### src/rtl/tick_scheduler.sv
// tick_scheduler: shared timebase. One prescaler produces base_tick every
// BASE_DIV clk; NCH channels divide base_tick by a runtime period and emit
// one-cycle tick strobes. Channels are configured through a valid/ready port.
// Optional build macro: TICK_ONESHOT_EN adds cfg_oneshot (single-tick channels).
module tick_scheduler #(
  parameter int unsigned BASE_DIV = 50000,
  parameter int unsigned NCH      = 4,
  parameter int unsigned CNT_W    = 16
) (
  input  logic             clk,
  input  logic             rst_n,
  input  logic             cfg_valid,
  output logic             cfg_ready,
  input  logic [1:0]       cfg_ch,
  input  logic [CNT_W-1:0] cfg_period,
  input  logic             cfg_enable,
`ifdef TICK_ONESHOT_EN
  input  logic             cfg_oneshot,
`endif
  output logic             cfg_err,
  output logic             base_tick,
  output logic [NCH-1:0]   tick,
  output logic [NCH-1:0]   ch_active
);

  localparam int unsigned CH_W   = 2;
  localparam int unsigned PCNT_W = (BASE_DIV > 1) ? $clog2(BASE_DIV) : 1;

  typedef enum logic {
    S_IDLE  = 1'b0,
    S_APPLY = 1'b1
  } state_t;

  state_t             state_q;
  state_t             state_d;
  logic               accept_c;
  logic               apply_c;

  logic [PCNT_W-1:0]  pcnt_q;

  logic [CH_W-1:0]    lat_ch;
  logic [CNT_W-1:0]   lat_period;
  logic               lat_enable;
  logic               lat_oneshot;

  logic [CNT_W-1:0]   period_q [NCH];
  logic [CNT_W-1:0]   cnt_q    [NCH];
  logic [NCH-1:0]     oneshot_q;

  // Prescaler: pcnt wraps at BASE_DIV-1 and base_tick strobes on that edge
  always_ff @(posedge clk) begin
    if (!rst_n) begin
      pcnt_q    <= '0;
      base_tick <= 1'b0;
    end else if (pcnt_q == PCNT_W'(BASE_DIV - 1)) begin
      pcnt_q    <= '0;
      base_tick <= 1'b1;
    end else begin
      pcnt_q    <= pcnt_q + PCNT_W'(1);
      base_tick <= 1'b0;
    end
  end

  // Config FSM next-state: accept in IDLE, spend exactly one cycle in APPLY
  always_comb begin
    state_d  = state_q;
    accept_c = 1'b0;
    case (state_q)
      S_IDLE: begin
        if (cfg_valid && cfg_ready) begin
          accept_c = 1'b1;
          state_d  = S_APPLY;
        end
      end
      S_APPLY: state_d = S_IDLE;
      default: state_d = S_IDLE;
    endcase
  end

  assign apply_c = (state_q == S_APPLY);

  // Config FSM state register; cfg_ready registered from next state so it
  // stays low through reset and rises on the first released edge
  always_ff @(posedge clk) begin
    if (!rst_n) begin
      state_q   <= S_IDLE;
      cfg_ready <= 1'b0;
    end else begin
      state_q   <= state_d;
      cfg_ready <= (state_d == S_IDLE);
    end
  end

  // Capture the write payload at the handshake
  always_ff @(posedge clk) begin
    if (!rst_n) begin
      lat_ch     <= '0;
      lat_period <= '0;
      lat_enable <= 1'b0;
    end else if (accept_c) begin
      lat_ch     <= cfg_ch;
      lat_period <= cfg_period;
      lat_enable <= cfg_enable;
    end
  end

`ifdef TICK_ONESHOT_EN
  // Capture the oneshot flag alongside the rest of the payload
  always_ff @(posedge clk) begin
    if (!rst_n) begin
      lat_oneshot <= 1'b0;
    end else if (accept_c) begin
      lat_oneshot <= cfg_oneshot;
    end
  end
`else
  assign lat_oneshot = 1'b0;
`endif

  // Channel counters: a config write to a channel overrides its base-tick
  // evaluation on the same edge; other channels evaluate normally
  always_ff @(posedge clk) begin
    if (!rst_n) begin
      for (int unsigned i = 0; i < NCH; i++) begin
        period_q[i] <= '0;
        cnt_q[i]    <= '0;
      end
      oneshot_q <= '0;
      tick      <= '0;
      ch_active <= '0;
      cfg_err   <= 1'b0;
    end else begin
      tick    <= '0;
      cfg_err <= apply_c && lat_enable && (lat_period == '0);
      for (int unsigned i = 0; i < NCH; i++) begin
        if (apply_c && (lat_ch == CH_W'(i))) begin
          period_q[i]  <= lat_period;
          cnt_q[i]     <= lat_period - CNT_W'(1);
          ch_active[i] <= lat_enable && (lat_period != '0);
          oneshot_q[i] <= lat_oneshot;
        end else if (base_tick && ch_active[i]) begin
          if (cnt_q[i] == '0) begin
            tick[i]  <= 1'b1;
            cnt_q[i] <= period_q[i] - CNT_W'(1);
            if (oneshot_q[i]) begin
              ch_active[i] <= 1'b0;
            end
          end else begin
            cnt_q[i] <= cnt_q[i] - CNT_W'(1);
          end
        end
      end
    end
  end

endmodule

### config.mk
export PLATFORM = sky130hd
export DESIGN_NAME = tick_scheduler
export DESIGN_NICKNAME = d
export VERILOG_FILES = /design/src/rtl/tick_scheduler.sv
export SDC_FILE = /design/constraint.sdc
export NUM_CORES = 1
export LEC_CHECK = 0
export ABC_AREA = 1
export CAP_MARGIN = 30
export CORE_ASPECT_RATIO = 1.75
export CORE_MARGIN = 2
export CORE_UTILIZATION = 50
export DETAILED_ROUTE_END_ITERATION = 10
export HOLD_SLACK_MARGIN = 0.08
export PLACE_DENSITY = 0.68
export SLEW_MARGIN = 10
export SYNTH_ARGS = -nofsm -noshare
export SYNTH_HDL_FRONTEND = slang
export SYNTH_SLANG_ARGS = --single-unit
### constraint.sdc
create_clock -name clk -period 2.35 [get_ports clk]
set_clock_uncertainty 0.05 [all_clocks]
set_input_delay 0.235 -clock clk [delete_from_list [all_inputs] [get_ports clk]]
set_output_delay 0.235 -clock clk [all_outputs]
set_load 0.01 [all_outputs]
# == Word-level counts from Yosys, hierarchy flattened ==
# Memories as Yosys holds them, arrays and structs flattened.
# Index checks and enable logic that the tools add are counted.
# classes
addsub,10
eq_ne,4
mux,77
bitwise,19
reduce_logical,32
# ops
operator,count
$mux 16,16
$sub 16x1->16 const B,9
$logic_not 16->1,5
$mux 1,60
$add 16x1->16 const B,1
$eq 16x16->1 const B,1
$or 1x1->1,16
$reduce_bool 16->1,1
$reduce_bool 2->1,8
$logic_and 1x1->1,12
$reduce_and 3->1,4
$eq 2x2->1 const B,2
$not 1->1,3
$eq 2x1->1 const B,1
$logic_not 2->1,1
$pmux 1 s2,1
$reduce_or 2->1,1
# totals
reg_bits,47
mem_bits_rw,128
input_bits,22
output_inout_bits,11
elab_cells,157
memories,2
# mem_list
name,depth,width,rd,rd_ports_with_merged_regs,wr,line_no,rtl
cnt_q,4,16,4,0,4,47,logic [CNT_W-1:0] cnt_q [NCH];
period_q,4,16,4,0,4,46,logic [CNT_W-1:0] period_q [NCH];

# == Depth between registers and ports, before layout ==
# Gate-level depths: netlist of the first run.
# An unclocked memory read counts as a cell.
# logic_depth
word_depth,9
mapped_depth,14
depth_no_buf,13

# == Worst setup path before layout of the first run ==
# Ideal clock, no wire load.
# synth_timing
kind,reg2reg
from,"register state_q, in the netlist apply_c"
to,"memory cnt_q[3][9], data pin"
setup_time_ns,0.259
arrival_ns,1.731
path_slack_ns,0.311
path_stages_with_launch,11
n_path_buf,1
synth_period_minus_slack_ns,2.039
path_cell_list,dfxtp_1 nand3_2 nand2_1 inv_2 nand3_4 inv_2 nand2_4 inv_2 buf_6 nand3_1 nand3_1
# synth_lines
item,line_no,rtl
from (decl),34,state_t state_q;
from (signal assigned),89,state_q <= state_d;
to (decl),47,

==> results of run 1 <==
flip-flops by register name, summed over array words and instances, names as in the netlist:
register	count
apply_c	1
base_tick	1
cfg_err	1
cfg_ready	1
ch_active	4
cnt_q	64
lat_ch	2
lat_enable	1
lat_period	16
pcnt_q	16
period_q	64
tick	4
routing by layer:
layer  track usage, %  part of all wire, %  up-vias
met1             30.5                   35     4575
met2             54.9                   53      335
met5                0                    0        -
li1                 -                    -     4989
met4             20.4                  7.6        0
met3             4.45                  4.6      133
per-stage QoR:
stage / setup slack, ns / std cells / hold slack [ns] / area (sq um) / utilization, %
finish: 0.200 / 1897 / 0.300 / 12600 / 58.9
global route: 0.0250 / 1897 / 0.303 / 12600 / 58.9
CTS: 0.0555 / 1897 / 0.289 / 12600 / 58.9
detailed placement: 0.0777 / 1865 / 0.400 / 12000 / 56.2
global placement: 0.0821 / 1864 / 0.396 / 12000 / 56.1
floorplan: 0.311 / 1487 / 0.295 / 10900 / -
critical path, cell delays in order (launching register included):
cell and delay [ns]:
edfxtp_1 0.41, inv_1 0.14, ha_1 0.19, inv_1 0.04, nor2_1 0.15, nand2_1 0.07
nor2_1 0.18, nand2_1 0.13, nor2_1 0.10, buf_4 0.18, o21ai_0 0.09, a21oi_1 0.12
nor2_1 0.06
worst paths after layout:
| kind | start | to | slack, ns | cells after the start |
|---|---|---|---|---|
| setup / recovery | cnt_q[2][0] | cnt_q[2][13] | 0.20 | 12 |
| hold / removal | cfg_period[3] | lat_period[3] | 0.30 | 3 |
| setup reg to reg | cnt_q[2][0] | cnt_q[2][13] | 0.20 | 12 |
| hold reg to reg | pcnt_q[0] | pcnt_q[0] | 0.42 | 1 |
placed cells by master (no fill, tap or decap), drive strengths merged:
master	Yosys	routed
nand2	417	417
nor2	300	300
inv	179	185
edfxtp	128	128
nand3	114	114
buf	17	80
o21ai	69	69
xor2	50	50
dfxtp	47	47
a21oi	42	42
clkdlybuf4s50	0	32
nand4	20	20
xnor2	18	18
clkbuf	9	18
ha	13	13
nor3	10	10
o211ai	9	9
o21bai	6	6
nor4	6	6
clkinv	3	6
a31oi	5	5
o22ai	5	5
or2	5	5
nand3b	4	4
and2	3	3
clkinvlp	0	3
a21boi	2	2
bufinv	0	2
a22oi	2	2
nor3b	1	1
o221ai	1	1
a21o	1	1
and3	1	1
cells by family (layout without fill, tap and decap cells):
| logic type | Yosys count | after routing | synth area share (%) |
|---|---|---|---|
| AOI/OAI and AO/OA | 142 | 142 | 7.53 |
| and+or+nand+nor | 881 | 881 | 33.7 |
| adders and majority gates | 13 | 13 | 1.50 |
| buffers and inverters | 208 | 326 | 7.69 |
| xor gates and xnor gates | 68 | 68 | 5.49 |
| DFF | 175 | 175 | 44.1 |
where the power goes:
part | leakage, nW | internal, mW | switching (mW)
registers | 1.71 | 3.42 | 0.0957
logic | 3.43 | 0.441 | 0.828
clock network | 0.278 | 1.58 | 1.25
total | 5.41 | 5.44 | 2.17
cell type report:
cell class / count / share of cell area [%]
tap: 292 / 2.90
inverter: 182 / 5.43
sequential: 175 / 37.9
multi-input combinational: 1104 / 41.5
clock buffer: 18 / 3.40
clock inverter: 14 / 1.23
timing repair buffer: 112 / 7.60
==> results by group, run 1 <==
Placed design
  • Input/output buffers: 32
  • Final HPWL DP: 26400 um
  • Global placer's final weighted congestion: slightly below 1

Synth
  • Number of synthesized flops with an enable pin: around 130
  • Share of synthesized area occupied by flip-flops and latches: between 40 and 50%
  • Count leader, synth: nand2_1
  • Combined area of all synthesized cells: around 11000 sq um
  • Synth async-reset ratio: 0%
  • Most used DFF post-synth: edfxtp_1
  • Post-Synthesis Cells: around 1.5k
  • Avg Cell Area, Syn: between 7 and 8 sq um
  • Cell type with the highest aggregate area in the netlist: edfxtp_1
  • Count of yosys warnings during synthesis: 0
  • Leading cell types by count after synthesis: nand2_1 (413), nor2_1 (295), inv_1 (168)
  • Synth area leaders: edfxtp_1 (35%), nand2_1 (14%), nor2_1 (10%)
  • Post-synthesis register bit count: 175
  • Syn_nets: roughly 1.5k
  • Number of distinct library cells after synthesis: 48
  • Proportion of netlist area held by the largest area contributor: between 30% and 40%

Drt
  • Iter 0 DRT Violations: approximately 730
  • Wire length reported by the detailed router: 32900 um
  • First-pass detailed-route iteration total: 5
  • Final antenna-violating net count: 0
  • Total number of vias: between 10k and 15k
  • Vias per Instance: 5.29
  • Post-route DRC: 0
  • Average wire length per cell after detail routing: 17.3 um

Global route
  • Vias in the first global route: between 9k and 10k
  • Grt ovf: 0
  • Number of antenna violations at the first check in global routing: 0
  • Overall global routing resource usage: about 30%
  • Global-route wire length before repair: about 51000 um
  • Pin count of the biggest net entering global routing: 20

STA
  • Setup TNS: 0 ns
  • F_max: approximately 470 MHz
  • Unrepaired setup endpoints after global routing: no
  • Number of failing hold endpoints at the final stage: 0
  • Count of final max-slew check failures: 0
  • Fraction of the cycle the final worst path needs: about nine tenths
  • Finish-stage setup viols: 0
  • Final worst path period need: between 2 and 2.5 ns
  • Slew @ Worst Pin: between 0.6 and 0.7 ns
  • Worst slew margin: 57.4%

Floorplanning
  • Overall die area: between 20000 and 25000 sq um
  • Number of I/O pins: 33
  • Area inside the core boundary: 21400 sq um
  • Standard-cell rows: 71
  • Initial core utilization: about 51%
  • Die boundary width: 115 um
  • Overall die height: 199 um

Clock network
  • Setup Fix Bufs, Post-CTS: 0
  • Count of hold buffers inserted by post-cts repair: 0
  • Largest buffer count on any clock path: 2
  • Number of clock sinks: around 180
  • Clock buffer count from CTS: 17
  • Insertion delay to the later sink of the worst-skew pair: 0.45 ns
  • Clock transition at the registers of the reported paths: about 0.070 ns
  • Cts repair resizes: 0
  • CTS HTree Levels: 4
  • TritonCTS clock tree: done
  • Root Driver: clkbuf_16

Worst setup path
  • Startpoint type of the worst setup path: register
  • Arrival time reported for the critical path endpoint: 2.31 ns
  • Path type of the worst setup path: register to register
  • Endpoint required time on the critical path: approximately 2.5 ns
  • Worst setup EP type: register
  • Largest fanout on the critical path: 12

Pwr
  • Overall power after layout: between 7 and 8 mW
  • Maximum vdd ir drop: slightly below 500 uV
  • Power per standard cell area: ~600 nW/um^2
  • Standby leakage power: roughly 5.4 nW

Layout
  • Count of inserted antenna diode cells: 0
  • Layout filler cell count: between 1.5k and 2k
  • Share of final-layout standard cells stronger than drive strength 1: a little under a tenth
  • P&R area growth vs syn: 16.3%
  • Final layout net count: 1627
  • Footprint of the flip-flops and latches: 4780 sq um
  • Multi-input combinational cell area: 5240 sq um

Status
  • Outcome: complete, no violations

Flow run
  • Max-capacitance violation count: 0

Worst hold path
  • Worst min-delay path category: primary input to register
Note: power is estimated with default switching activity, not from simulation.
==> inputs of run 2 (changes only) <==
--- a/config.mk
+++ b/config.mk
@@ -5,7 +5,6 @@
 export SDC_FILE = /design/constraint.sdc
 export NUM_CORES = 1
 export LEC_CHECK = 0
-export ABC_AREA = 1
 export CAP_MARGIN = 30
 export CORE_ASPECT_RATIO = 1.75
 export CORE_MARGIN = 2
@@ -13,7 +12,7 @@
 export DETAILED_ROUTE_END_ITERATION = 10
 export HOLD_SLACK_MARGIN = 0.08
 export PLACE_DENSITY = 0.68
-export SLEW_MARGIN = 10
+export SLEW_MARGIN = 5
 export SYNTH_ARGS = -nofsm -noshare
 export SYNTH_HDL_FRONTEND = slang
 export SYNTH_SLANG_ARGS = --single-unit
==> run 2 against run 1 <==
The flow now finishes with violations (setup timing). Synthesized cell count fell by 36%. Critical path depth fell by 5. Global-route usage fell by 4.1 points. Die area fell by 11%. First-iteration DRC count fell by 23%. Highest routed layer unchanged.
==> results by group, run 2 <==
Status
  • Outcome: finished, violations left
  • Violations in the final reports: setup timing

Global route
  • Global-route wire length before repair: 39900 um (-21%)
  • Vias in the first global route: 7712 (-21%)
  • Pin count of the biggest net entering global routing: 23 (+15%)
  • Met3 usage in global routing: 3.09% (-1.4 points)
  • Number of antenna violations at the first check in global routing: 0 (unchanged)
  • Global route hottest layer: met2
  • Met1 layer usage reported by global route: 30.2% (-0.33 points)
  • Grt ovf: 0 (unchanged)
  • Overall global routing resource usage: 25.9% (-4.1 points)
  • Met2 layer usage reported by global route: 45.8% (-9.1 points)

Clock network
  • Number of clock sinks: 175 (unchanged)
  • TritonCTS clock tree: done
  • Clock buffer count from CTS: 17 (unchanged)
  • Root Driver: clkbuf_16
  • Insertion delay to the later sink of the worst-skew pair: 0.42 ns (-0.03 ns)
  • CTS HTree Levels: 4 (unchanged)
  • Clock transition at the registers of the reported paths: 0.07 ns (about the same)
  • Largest buffer count on any clock path: 2 (unchanged)

Pwr
  • Standby leakage power: 4.42 nW (-18%)
  • Power per standard cell area: 615 nW/um^2 (+2.0%)
  • Maximum vdd ir drop: 563 uV (+16%)
  • Overall power after layout: 7.17 mW (-5.9%)

Floorplanning
  • Overall die height: 188 um (-5.6%)
  • Standard-cell rows: 67 (-5.6%)
  • Area inside the core boundary: 19000 sq um (-11%)
  • Initial core utilization: 50.7% (+0.053 points)
  • Die boundary width: 109 um (-5.5%)
  • Overall die area: 20500 sq um (-11%)
  • Number of I/O pins: 33 (unchanged)

Layout
  • Final layout net count: 1104 (-32%)
  • Most common library cell in the layout ignoring fill and taps: edfxtp_1
  • P&R area growth vs syn: 20.6%
  • Layout filler cell count: 1553 (-22%)
  • Filler-free cell count of the finished design: 1323 (-30%)
  • Share of final-layout standard cells stronger than drive strength 1: 17.4% (+8.0 points)
  • Highest-count cells in the layout ignoring fill and taps: edfxtp_1 (128), buf_4 (113), nor2_1 (86), nand2_1 (75), xnor2_1 (69)
  • Footprint of the flip-flops and latches: 4780 sq um (unchanged)
  • Core utilization of the finished layout: 61.2% (+2.3 points)
  • Count of inserted antenna diode cells: 0 (unchanged)
  • Multi-input combinational cell area: 4760 sq um (-9.1%)
  • Largest registers in the final layout: cnt_q (64), period_q (64)

Placed design
  • Input/output buffers: 32 (unchanged)
  • Final HPWL DP: 18900 um (-28%)
  • Total instance count after detailed placement: 1287 (-31%)
  • Global placer's final weighted congestion: 0.908 (-8.3%)
  • Worst Setup Slack post-DPL: -0.123 ns (-0.201 ns)

Worst setup path
  • Count of buffering cells on the critical path with inverters included: 1 (-2)
  • Cell family with most CP delay: simple AND/OR/NAND/NOR gates
  • Startpoint type of the worst setup path: register
  • Critical Path, Cell by Cell: inv_2 -> ha_4 -> or4b_4 -> or3_4 -> or4_4 -> xor2_2 -> o221ai_2
  • Path type of the worst setup path: register to register
  • Library cell contributing the largest single delay on the critical path: or4b_4
  • Launch point of the worst reg-to-reg path: cnt_q[0][0]
  • Endpoint required time on the critical path: 2.47 ns (-0.04 ns)
  • Arrival time reported for the critical path endpoint: 2.57 ns (+0.26 ns)
  • Number of cells traversed by the worst register-to-register path: 7 (-5)
  • Worst setup EP type: register
  • Instance count on the critical path: 7 (-5)
  • Maximum single-stage delay on the critical path: 0.47 ns (+0.06 ns)
  • Largest fanout on the critical path: 4 (-8)
  • CP Launch Point: cnt_q[0][0]
  • Setup slack of the most critical reg-to-reg path: -0.09 ns (-0.29 ns)

Synth
  • Number of distinct library cells after synthesis: 60 (+25%)
  • Share of synthesized area occupied by flip-flops and latches: 49.6% (+5.5 points)
  • Post-synthesis register bit count: 175 (unchanged)
  • Synth async-reset ratio: 0% (unchanged)
  • Leading cell types by count after synthesis: edfxtp_1 (128), nor2_1 (87), nand2_1 (75)
  • Combined area of all synthesized cells: 9660 sq um (-11%)
  • Syn_nets: 980 (-36%)
  • Proportion of netlist area held by the largest area contributor: 39.8% (+4.4 points)
  • Post-Synthesis Cells: 945 (-36%)
  • Count of yosys warnings during synthesis: 0 (unchanged)
  • Synth area leaders: edfxtp_1 (40%), dfxtp_1 (9.7%), xnor2_1 (6.3%)
  • Count leader, synth: edfxtp_1
  • Cell type with the highest aggregate area in the netlist: edfxtp_1
  • Most used DFF post-synth: edfxtp_1
  • Number of synthesized flops with an enable pin: 128 (unchanged)
  • Avg Cell Area, Syn: 10.2 sq um (+40%)

Drt
  • First-pass detailed-route iteration total: 5 (unchanged)
  • Wire length reported by the detailed router: 25100 um (-24%)
  • Iter 0 DRT Violations: 559 (-23%)
  • Final antenna-violating net count: 0 (unchanged)
  • Average wire length per cell after detail routing: 19.0 um (+9.6%)
  • Vias per Instance: 5.84 (+11%)
  • Post-route DRC: 0 (unchanged)
  • Total number of vias: 7732 (-23%)

STA
  • F_max: 409 MHz (-12%)
  • Least setup slack across all paths after layout: -0.0935 ns (-0.294 ns)
  • Unrepaired setup endpoints after global routing: yes
  • Count of final max-slew check failures: 0 (unchanged)
  • Fraction of the cycle the final worst path needs: 104% (+12 points)
  • Worst slew margin: 52.8% (-4.7 points)
  • Number of failing hold endpoints at the final stage: 0 (unchanged)
  • Finish-stage setup viols: 1 (+1)
  • Slew @ Worst Pin: 0.709 ns (+0.0714 ns)
  • Final worst path period need: 2.44 ns (+0.294 ns)

Worst hold path
  • Hold Startpoint: cfg_ch[0]
  • Worst min-delay path category: primary input to register
  • Hold Path Stages: 2 (-1)

Flow run
  • Max-capacitance violation count: 0 (unchanged)
[run 2: per-stage QoR]
step / hold slack (ns) / instance area, sq um / TNS (ns)
floorplan: 0.311 / 9670 / -0.0669
CTS: 0.344 / 11500 / -0.118
global route: 0.357 / 11600 / -0.343
detailed placement: 0.402 / 11000 / -0.146
global placement: 0.396 / 11000 / -0.116
finish: 0.349 / 11600 / -0.0935
[run 2: where the power goes]
part           switching (mW)  internal (mW)
clock                    1.20           1.46
sequential              0.112           3.42
combinational           0.545          0.428
[run 2: cell families after synthesis]
family	count (synthesis)	synth area share [%]
DFF	175	49.6
and+or+nand+nor	417	23.4
AOI/OAI and AO/OA	144	10.6
muxes	14	1.49
buffers and inverters	63	2.45
adders and majority gates	13	1.68
xor gates and xnor gates	119	10.8
[run 2: layout make-up]
class	instances	area share, %
Sequential cell	175	41.1
Clock inverter	14	1.01
Multi-Input combinational cell	707	40.9
Timing Repair Buffer	145	10.0
Clock buffer	18	3.68
Inverter	23	0.741
Tap cell	241	2.59
[run 2: per-layer routing]
layer	wire length (um)	up-vias	part of all wire [%]
met2	13300	244	53
met4	1120	0	4.5
met5	0	-	0
li1	-	3754	-
met3	1230	69	4.9
met1	9430	3665	38
[run 2: worst paths after layout]
kind | end
setup reg to reg | cnt_q[0][10]
hold reg to reg | pcnt_q[0]
hold / removal | lat_ch[0]
setup / recovery | cnt_q[0][10]
[run 2: what timing repair did]
item / 4_1_cts / 5_1_grt
pin swaps: 0 / 2
gates resized for setup: 3 / 17
hold buffers: 0 / 0
setup buffers: 1 / 3
endpoints found under the setup margin: 4 / 16
==> inputs of run 3 (changes only) <==
--- a/config.mk
+++ b/config.mk
@@ -5,7 +5,7 @@
 export SDC_FILE = /design/constraint.sdc
 export NUM_CORES = 1
 export LEC_CHECK = 0
-export CAP_MARGIN = 30
+export CAP_MARGIN = 10
 export CORE_ASPECT_RATIO = 1.75
 export CORE_MARGIN = 2
 export CORE_UTILIZATION = 50
==> results of run 3 <==
Same layout as run 2: the final DEF is identical, and so are final timing and power.
